`src/rtl/mitll_splitter_scheduler.sv`:
```
`timescale 1ns/1ps
// mitll_splitter_scheduler
//
// Shares one toggle-encoded 1:2 splitter among NREQ requesters. A round-robin
// arbiter picks one requester. The block then fires one pulse into the splitter
// by toggling tree_in once. It watches both taps for SETTLE_CYCLES clocks and
// checks that each tap toggled exactly once. Good pulses are counted and bad
// ones raise err/err_sticky.
//
// Ports:
//   clk        system clock; all state changes on posedge
//   rst        synchronous, active-high reset
//   req        level request per requester, held until its gnt bit is seen
//   tap1/tap2  splitter outputs fed back (toggle-encoded)
//   tree_in    splitter input; one toggle per pulse
//   gnt        one-hot grant, high for one cycle per fire
//   src_id     index of the last granted requester
//   busy       high from the fire decision until the tap check completes
//   pulse_cnt  count of verified pulses, saturating at all-ones
//   err        one-cycle pulse on any tap check failure or spurious toggle
//   err_sticky set by any err, cleared only by rst
module mitll_splitter_scheduler #(
   parameter int NREQ          = 4,
   parameter int SETTLE_CYCLES = 2,
   parameter int CNT_W         = 16
) (
   input  logic             clk,
   input  logic             rst,
   input  logic [NREQ-1:0]  req,
   input  logic             tap1,
   input  logic             tap2,
   output logic             tree_in,
   output logic [NREQ-1:0]  gnt,
   output logic [2:0]       src_id,
   output logic             busy,
   output logic [CNT_W-1:0] pulse_cnt,
   output logic             err,
   output logic             err_sticky
);

   typedef enum logic [1:0] {IDLE, FIRE, SETTLE, CHECK} state_t;

   state_t     state, state_nxt;
   logic [2:0] ptr;          // round-robin start position
   logic [2:0] win;          // requester being served
   logic [2:0] win_nxt;
   logic       win_vld;
   logic [3:0] idx;
   logic [7:0] req_ext;
   logic       s1, s2;       // last seen tap levels
   logic [1:0] tc1, tc2;     // saturating toggle counts during SETTLE
   logic [3:0] settle_cnt;

   assign req_ext = 8'(req);

   // Round-robin pick. The scan runs from the farthest position back to ptr,
   // so the set bit nearest to ptr is written last and wins.
   always_comb begin
      // NOTE: every always_comb output gets a default first so no path leaves it
      // unassigned; otherwise synthesis infers a latch.
      win_nxt = ptr;
      win_vld = 1'b0;
      idx     = '0;
      for (int i = NREQ - 1; i >= 0; i--) begin
         idx = {1'b0, ptr} + 4'(i);
         if (idx >= 4'(NREQ)) idx = idx - 4'(NREQ);
         if (req_ext[idx[2:0]]) begin
            win_nxt = idx[2:0];
            win_vld = 1'b1;
         end
      end
   end

   always_comb begin
      state_nxt = state;
      case (state)
         IDLE:    if (win_vld) state_nxt = FIRE;
         FIRE:    state_nxt = SETTLE;
         SETTLE:  if (settle_cnt == 4'd1) state_nxt = CHECK;
         CHECK:   state_nxt = IDLE;
         default: state_nxt = IDLE;
      endcase
   end

   always_ff @(posedge clk) begin
      // NOTE: sequential state uses non-blocking assignments so every register
      // samples pre-edge values, independent of statement order.
      if (rst) state <= IDLE;
      else     state <= state_nxt;
   end

   always_ff @(posedge clk) begin
      if (rst) begin
         tree_in    <= 1'b0;
         gnt        <= '0;
         src_id     <= '0;
         busy       <= 1'b0;
         pulse_cnt  <= '0;
         err        <= 1'b0;
         err_sticky <= 1'b0;
         ptr        <= '0;
         win        <= '0;
         s1         <= tap1;
         s2         <= tap2;
         tc1        <= '0;
         tc2        <= '0;
         settle_cnt <= '0;
      end else begin
         err <= 1'b0;
         gnt <= '0;
         case (state)
            IDLE: begin
               // Any tap movement while idle is spurious. Flag it and resync.
               // Arbitration below still runs on the same edge.
               if ((tap1 != s1) || (tap2 != s2)) begin
                  err        <= 1'b1;
                  err_sticky <= 1'b1;
                  s1         <= tap1;
                  s2         <= tap2;
               end
               if (win_vld) begin
                  win  <= win_nxt;
                  busy <= 1'b1;
               end
            end
            FIRE: begin
               gnt        <= NREQ'(1) << win;
               tree_in    <= ~tree_in;
               src_id     <= win;
               tc1        <= '0;
               tc2        <= '0;
               settle_cnt <= 4'(SETTLE_CYCLES);
            end
            SETTLE: begin
               if (tap1 != s1) begin
                  s1 <= tap1;
                  if (tc1 != 2'b11) tc1 <= tc1 + 2'd1;
               end
               if (tap2 != s2) begin
                  s2 <= tap2;
                  if (tc2 != 2'b11) tc2 <= tc2 + 2'd1;
               end
               settle_cnt <= settle_cnt - 4'd1;
            end
            CHECK: begin
               if ((tc1 == 2'd1) && (tc2 == 2'd1)) begin
                  if (pulse_cnt != '1) pulse_cnt <= pulse_cnt + CNT_W'(1);
               end else begin
                  err        <= 1'b1;
                  err_sticky <= 1'b1;
                  s1         <= tap1;
                  s2         <= tap2;
               end
               // The winner moves to the back of the queue whether or not the
               // check passed.
               ptr  <= (win == 3'(NREQ - 1)) ? 3'd0 : win + 3'd1;
               busy <= 1'b0;
            end
            default: ;
         endcase
      end
   end

endmodule
```
`config.mk`:
```
export PLATFORM = sky130hd
export DESIGN_NAME = mitll_splitter_scheduler
export DESIGN_NICKNAME = d
export VERILOG_FILES = /design/src/rtl/mitll_splitter_scheduler.sv
export SDC_FILE = /design/constraint.sdc
export NUM_CORES = 1
export LEC_CHECK = 0
export ABC_AREA = 1
export BUFFER_PORTS_ARGS = -buffer_cell sky130_fd_sc_hd__buf_2
export CAP_MARGIN = 20
export CORE_ASPECT_RATIO = 0.9
export CORE_MARGIN = 1
export CORE_UTILIZATION = 61
export DETAILED_ROUTE_END_ITERATION = 8
export PLACE_DENSITY = 0.84
export SLEW_MARGIN = 0
export SYNTH_ARGS = -nofsm -noshare
export SYNTH_HDL_FRONTEND = slang
export SYNTH_SLANG_ARGS = --single-unit
export TNS_END_PERCENT = 10
```
`constraint.sdc`:
```
create_clock -name clk -period 3.4 [get_ports clk]
set_input_delay 0.17 -clock clk [delete_from_list [all_inputs] [get_ports clk]]
set_output_delay 0.17 -clock clk [all_outputs]
set_load 0.05 [all_outputs]
```
==> summary.txt, run 1 <==
Critical path
  • Critical path buffers and inverters: 2
  • Crit end category: flop
  • FF-to-FF End: pulse_cnt[14]$_SDFFE_PP0P_
  • Cell mode on critical path: inv_1
  • Largest delay share family, worst path: simple AND/OR/NAND/NOR gates
  • Critical path peak fanout: 21
  • CP Capture Point: pulse_cnt[14]$_SDFFE_PP0P_
  • Startpoint Class: flop
  • Worst path cell trace: ha_1 -> inv_1 -> nor3_4 -> nand4_1 -> nand3b_2 -> inv_1 -> nand2_1 -> a21oi_1
  • CP max stage cell: dfxtp_1
  • R2R cell count: 8
  • Critical path arrival: 2.22 ns
  • R2R setup slack: 1.34 ns
  • Crit path launch: pulse_cnt[1]$_SDFFE_PP0P_
  • Max incr delay on CP: 0.40 ns
  • WP depth: 8
  • WS Path Type: reg2reg
  • Required @ worst endpoint: 3.56 ns
  • Reg2reg start: pulse_cnt[1]$_SDFFE_PP0P_

CTS
  • CTS tree: built
  • Sink Count: 45
  • Total CTS buffers: 5
  • PostCTS Resize Cnt: 0
  • Clk buf depth: 2
  • Clk pin slew, worst setup/hold paths: 0.08 ns
  • CTS H-tree lvls: 2
  • Setup Fix Bufs, Post-CTS: 0
  • Hold-fix buffers, CTS: 0
  • Worst skew pair latency: 0.29 ns
  • Root buffer cell: clkbuf_8

STA
  • Slew HR: 0.611
  • Min Clock Period, post-route: 2.06 ns
  • Maximum achievable frequency: 0.486 GHz
  • Worst Max-Slew Pin Slew: 0.583 ns
  • Final worst setup slack: 1.34 ns
  • Clock skew: 0.00496 ns
  • Max-slew violation count: 0
  • Final hold vios: 0
  • Fin Setup TNS: 0 ns
  • Unrepaired setup endpoints after global routing: no
  • # setup viols final: 0
  • Tcrit/Tclk final: 0.605

Finish
  • Fin nets: 396
  • Fillers: 309
  • Antenna diode count: 0
  • Final instance area: 2750 um^2
  • Final Util: 0.722
  • Layout cells sized above 1: 0.160
  • Area added between synthesis and finish: 10.3%
  • Sequential cell area: 921 um^2
  • Multi-input gate area: 1350 um^2

Job
  • Max Cap Viol: 0

Global route
  • Grt total ovfl: 0
  • Vias in the first global route: 2,116
  • Largest net degree at the start of global routing: 24
  • Tot GR Track Use: 0.256
  • First-pass GRT wire length: 9140 um
  • Initial antenna violation count: 0

Placed design
  • DP Wirelength: 3960 um
  • Place WS: 1.41 ns
  • Port-buffer cells: 34
  • Global placement routability congestion: 0.902
  • DP Area: 2650 um^2

Synth
  • Syn nets: 365
  • Synthesized cell area: 2490 um^2
  • Synth unique cells: 35
  • Synth Register Bits: 45
  • Synth Warn #: 0
  • Cells after synthesis: 343
  • Share of the yosys chip area belonging to registers: 0.370
  • Synth Area per Inst: 7.26 um^2

Die
  • DIE AREA: 4340 um^2
  • Die height: 62.6 um
  • Site Rows: 21
  • Die Wd: 69.4 um
  • Core area: 3810 um^2
  • Initial Utilization: 0.654
  • Io pins: 35

Pwr
  • Leak pwr: 0.00122 uW
  • Pwr per Cell Area: 696 nW/um^2
  • VDD IR max: 0.000549 V

Min path
  • Hold Path Class: in2reg
  • Worst hold stages: 1
  • Min-delay src: tap2

Routing
  • Antenna violation net count after detailed routing: 0
  • DR vias: 2,304
  • DR DRC count: 0
  • Final wirelength: 5260 um
  • Post-DR vias/cell: 5.49
  • Wirelength per Cell: 12.5 um
  • 1st-pass router iterations: 4
  • Initial DRC Count: 235

Outcome
  • Status: complete, no violations
## where the power goes
group          total (uW)  switching [uW]  internal [uW]
registers             712            75.4            636
logic                 846             572            274
clock network         356             172            184
total                1910             820           1090
## worst reg2reg max path, delay by kind of cell (launching register included)
kind	cells	cell delay, ns
and+or+nand+nor	4	0.85
AOI/OAI and AO/OA	1	0.06
adders and majority gates	1	0.21
buffers and inverters	2	0.41
DFF	1	0.40
## stage by stage
stage	power [uW]	hold slack [ns]	std cells
2_1_floorplan	1400	0.248	343
3_5_place_dp	1560	0.378	413
4_1_cts	1920	0.0712	420
6_report	1910	0.0728	420
3_3_place_gp	1530	0.377	413
5_1_grt	2060	0.0676	420
## how the worst min path moves through the flow
| stage | end | slack [ns] |
|---|---|---|
| detailed placement | s2$_DFFE_PP_ | 0.38 |
| global route | s2$_DFFE_PP_ | 0.07 |
| global placement | s2$_DFFE_PP_ | 0.38 |
| finish | s2$_DFFE_PP_ | 0.07 |
| CTS | s2$_DFFE_PP_ | 0.07 |
| floorplan | ptr[0]$_SDFFE_PP0P_ | 0.25 |
## synth_stat cells, drive strengths merged
library cell  instances  share of area
a211oi                2         0.0060
a21oi                27          0.056
a22oi                 1         0.0030
a31oi                 2         0.0050
buf                   5          0.020
clkbuf                5         0.0075
dfxtp                43           0.35
edfxtp                2          0.024
ha                   14          0.070
inv                  39          0.060
nand2                89           0.14
nand2b                1         0.0025
nand3                20          0.042
nand3b                2         0.0075
nand4                 3          0.010
nor2                 36          0.060
nor3                 19          0.043
o211a                 1         0.0040
o21a                  2         0.0060
o21ai                12          0.024
o21bai                2         0.0060
o22ai                 2         0.0050
xnor2                 4          0.014
xor2                 10          0.035
## cell usage in the layout, fill, tap and decap left out, types with 4 or more instances in the layout
cell / count
clkbuf_8: 5
nor2_1: 34
inv_1: 36
o21ai_0: 11
xnor2_1: 4
buf_2: 34
ha_1: 14
xor2_1: 10
nand2_1: 80
dfxtp_1: 43
a21oi_1: 26
nor3_1: 18
nand2_2: 9
nand3_1: 19
## routing by layer
| layer | part of all wire | vias to the layer above | track usage |
|---|---|---|---|
| li1 | - | 1172 | - |
| met1 | 0.48 | 1053 | 0.358 |
| met2 | 0.44 | 70 | 0.399 |
| met3 | 0.062 | 9 | 0.0532 |
| met4 | 0.011 | 0 | 0.0765 |
| met5 | 0 | - | 0 |
## area by class of cell
type / count / area share
multi-input combinational: 249 / 0.492
tap: 46 / 0.0209
sequential: 45 / 0.335
timing repair buffer: 34 / 0.0619
clock buffer: 6 / 0.0341
clock inverter: 1 / 0.00182
inverter: 39 / 0.0542
## logic make-up after synthesis
| logic type | Yosys count | share of synthesized area |
|---|---|---|
| adders and majority gates | 14 | 0.0703 |
| AOI/OAI and AO/OA | 51 | 0.115 |
| and+or+nand+nor | 170 | 0.308 |
| buffers and inverters | 49 | 0.0874 |
| xor gates and xnor gates | 14 | 0.0492 |
| DFF | 45 | 0.370 |
## flip-flops by register name, indices dropped and copies added, names as in the netlist
signal / count
pulse_cnt: 16
gnt: 4
settle_cnt: 4
ptr: 3
src_id: 3
win: 3
state: 2
tc1: 2
tc2: 2
busy: 1
err: 1
err_sticky: 1
s1: 1
s2: 1
tree_in: 1
Note: power is estimated with default switching activity, not from simulation.
==> run 2, diff against run 1 <==
Settings changed: CORE_UTILIZATION 61 to 57, PLACE_DENSITY 0.84 to 0.79.
Clock period 3.4 ns to 1.9 ns, I/O delays scaled along.
==> run 2 against run 1 <==
  * Sequential share of layout area shrank 1.1 points
  * Wire length down 3.3%
  * Sequential cell count unchanged
  * Clock power rose by 110%
  * Largest power group unchanged
  * Fmax increased by 20%
  * Critical endpoint is now state[1]$_SDFFE_PP0P_
==> summary.txt, run 2 (same netlist as run 1, synthesis figures left out) <==
Placed design
  • DP Area: 2700 um^2
  • Global placement routability congestion: 0.932
  • Port-buffer cells: 34
  • DP Wirelength: 3740 um

Die
  • Die height: 64.7 um
  • Core area: 4130 um^2
  • Die Wd: 71.7 um
  • DIE AREA: 4640 um^2
  • Initial Utilization: 0.603
  • Io pins: 35
  • Site Rows: 22

Critical path
  • Max incr delay on CP: 0.41 ns
  • Critical path buffers and inverters: 2
  • Critical path arrival: 1.95 ns
  • Crit end category: flop
  • Critical path peak fanout: 7
  • CP max stage cell: dfxtp_1
  • Largest delay share family, worst path: simple AND/OR/NAND/NOR gates
  • Cell mode on critical path: nand2_2
  • WS Path Type: reg2reg
  • Startpoint Class: flop
  • Worst path cell trace: inv_2 -> ha_1 -> inv_1 -> nand3_1 -> nand3_1 -> nand2_1 -> nor2_4 -> nand2_2 -> nand2_2 -> nand2_2 -> a21oi_2
  • Required @ worst endpoint: 2.14 ns

Finish
  • Largest regs: pulse_cnt (16), gnt (4), settle_cnt (4)
  • Fin nets: 404
  • Most common cell after layout, fill and taps aside: nand2_1
  • Commonest cells after routing, fill and taps aside: nand2_1 (80), dfxtp_1 (42), inv_1 (36)
  • Antenna diode count: 0
  • Final instance area: 2850 um^2
  • Top reg by flops: pulse_cnt
  • Area added between synthesis and finish: 14.3%
  • Layout cells sized above 1: 0.175
  • Max reg flops: 16

STA
  • Final hold vios: 0
  • Min Clock Period, post-route: 1.72 ns
  • Tcrit/Tclk final: 0.904
  • Maximum achievable frequency: 0.582 GHz
  • Slew HR: 0.765
  • Worst Max-Slew Pin Slew: 0.353 ns
  • Fin Setup TNS: 0 ns
  • Unrepaired setup endpoints after global routing: yes
  • Worst hold margin: 0.231 ns
  • Max-slew violation count: 0
  • Clock skew: 0.00774 ns
  • # setup viols final: 0

Routing
  • Antenna violation net count after detailed routing: 0
  • 1st-pass router iterations: 4
  • DR vias: 2,279
  • Initial DRC Count: 163
  • Final wirelength: 5090 um
  • Wirelength per Cell: 11.8 um
  • DR DRC count: 0
  • Post-DR vias/cell: 5.29

Global route
  • Largest net degree at the start of global routing: 23
  • Tot GR Track Use: 0.245
  • Grt total ovfl: 0
  • Initial antenna violation count: 0
  • Vias in the first global route: 1,962
  • First-pass GRT wire length: 8870 um

CTS
  • Root buffer cell: clkbuf_8
  • Sink Count: 45
  • Total CTS buffers: 5
  • CTS H-tree lvls: 2
  • Worst skew pair latency: 0.30 ns
  • Clk buf depth: 2
  • CTS tree: built
  • Clk pin slew, worst setup/hold paths: 0.09 ns

Pwr
  • Pwr per Cell Area: 1260 nW/um^2
  • Leak pwr: 0.00128 uW
  • VDD IR max: 0.000944 V

Job
  • Max Cap Viol: 0

Outcome
  • Status: complete, no violations

Min path
  • Hold Path Class: in2reg
==> run 2: path summary, 6_finish.rpt <==
kind	startpoint	cells past startpoint	slack [ns]	endpoint
setup reg to reg	ptr[1]$_SDFFE_PP0P_	11	0.18	state[1]$_SDFFE_PP0P_
hold / removal	rst	3	0.23	err_sticky$_SDFFE_PP0P_
hold reg to reg	src_id[1]$_SDFFE_PP0P_	2	0.47	src_id[1]$_SDFFE_PP0P_
setup / recovery	ptr[1]$_SDFFE_PP0P_	11	0.18	state[1]$_SDFFE_PP0P_
==> run 2: worst register-to-register path, delay by kind of cell (launching register included) <==
kind                     cells  cell delay, ns
AND/OR/NAND/NOR              7            0.62
flip-flops                   1            0.41
adder cells (fa/ha/maj)      1            0.33
buffers and inverters        2            0.18
AO/OA/AOI/OAI                1            0.11
==> run 2: power breakdown <==
part	internal [uW]	total, uW	switching, uW
sequential	1140	1260	123
clock	429	757	327
combinational	535	1570	1030
total	2100	3590	1490
==> run 2: repair_timing <==
action,CTS,global route
hold endpoints to repair,2,0
endpoints found under the setup margin,0,15
gates resized for setup,0,3
setup buffers,0,0
hold buffers,2,0
==> run 2: cell type report <==
| class | count | area, um^2 |
|---|---|---|
| clock buffers | 7 | 86.3 |
| clock inverters | 1 | 30.0 |
| fillers | 334 | 1280 |
| inverters | 39 | 149 |
| multi-input cells | 249 | 1360 |
| flip-flops and latches | 45 | 922 |
| well taps | 48 | 60.1 |
| repair buffers | 42 | 239 |
==> run 2: stage by stage <==
stage / instances / total power [uW] / setup slack [ns] / util
after CTS: 431 / 3600 / 0.126 / 0.686
final: 431 / 3590 / 0.183 / 0.690
after floorplan: 343 / 2500 / 0.0277 / -
after global routing: 431 / 3860 / -0.0132 / 0.690
after detailed placement: 421 / 2830 / 0.140 / 0.653
after global placement: 421 / 2810 / 0.198 / 0.653
==> run 2: routing by layer <==
metal,routed length [um],vias up,share of wire,GRT usage
met5,0,-,0,0
met4,55,0,0.011,0.0809
met3,283,5,0.056,0.0684
met2,2090,66,0.41,0.350
met1,2660,1024,0.52,0.353
li1,-,1184,-,-
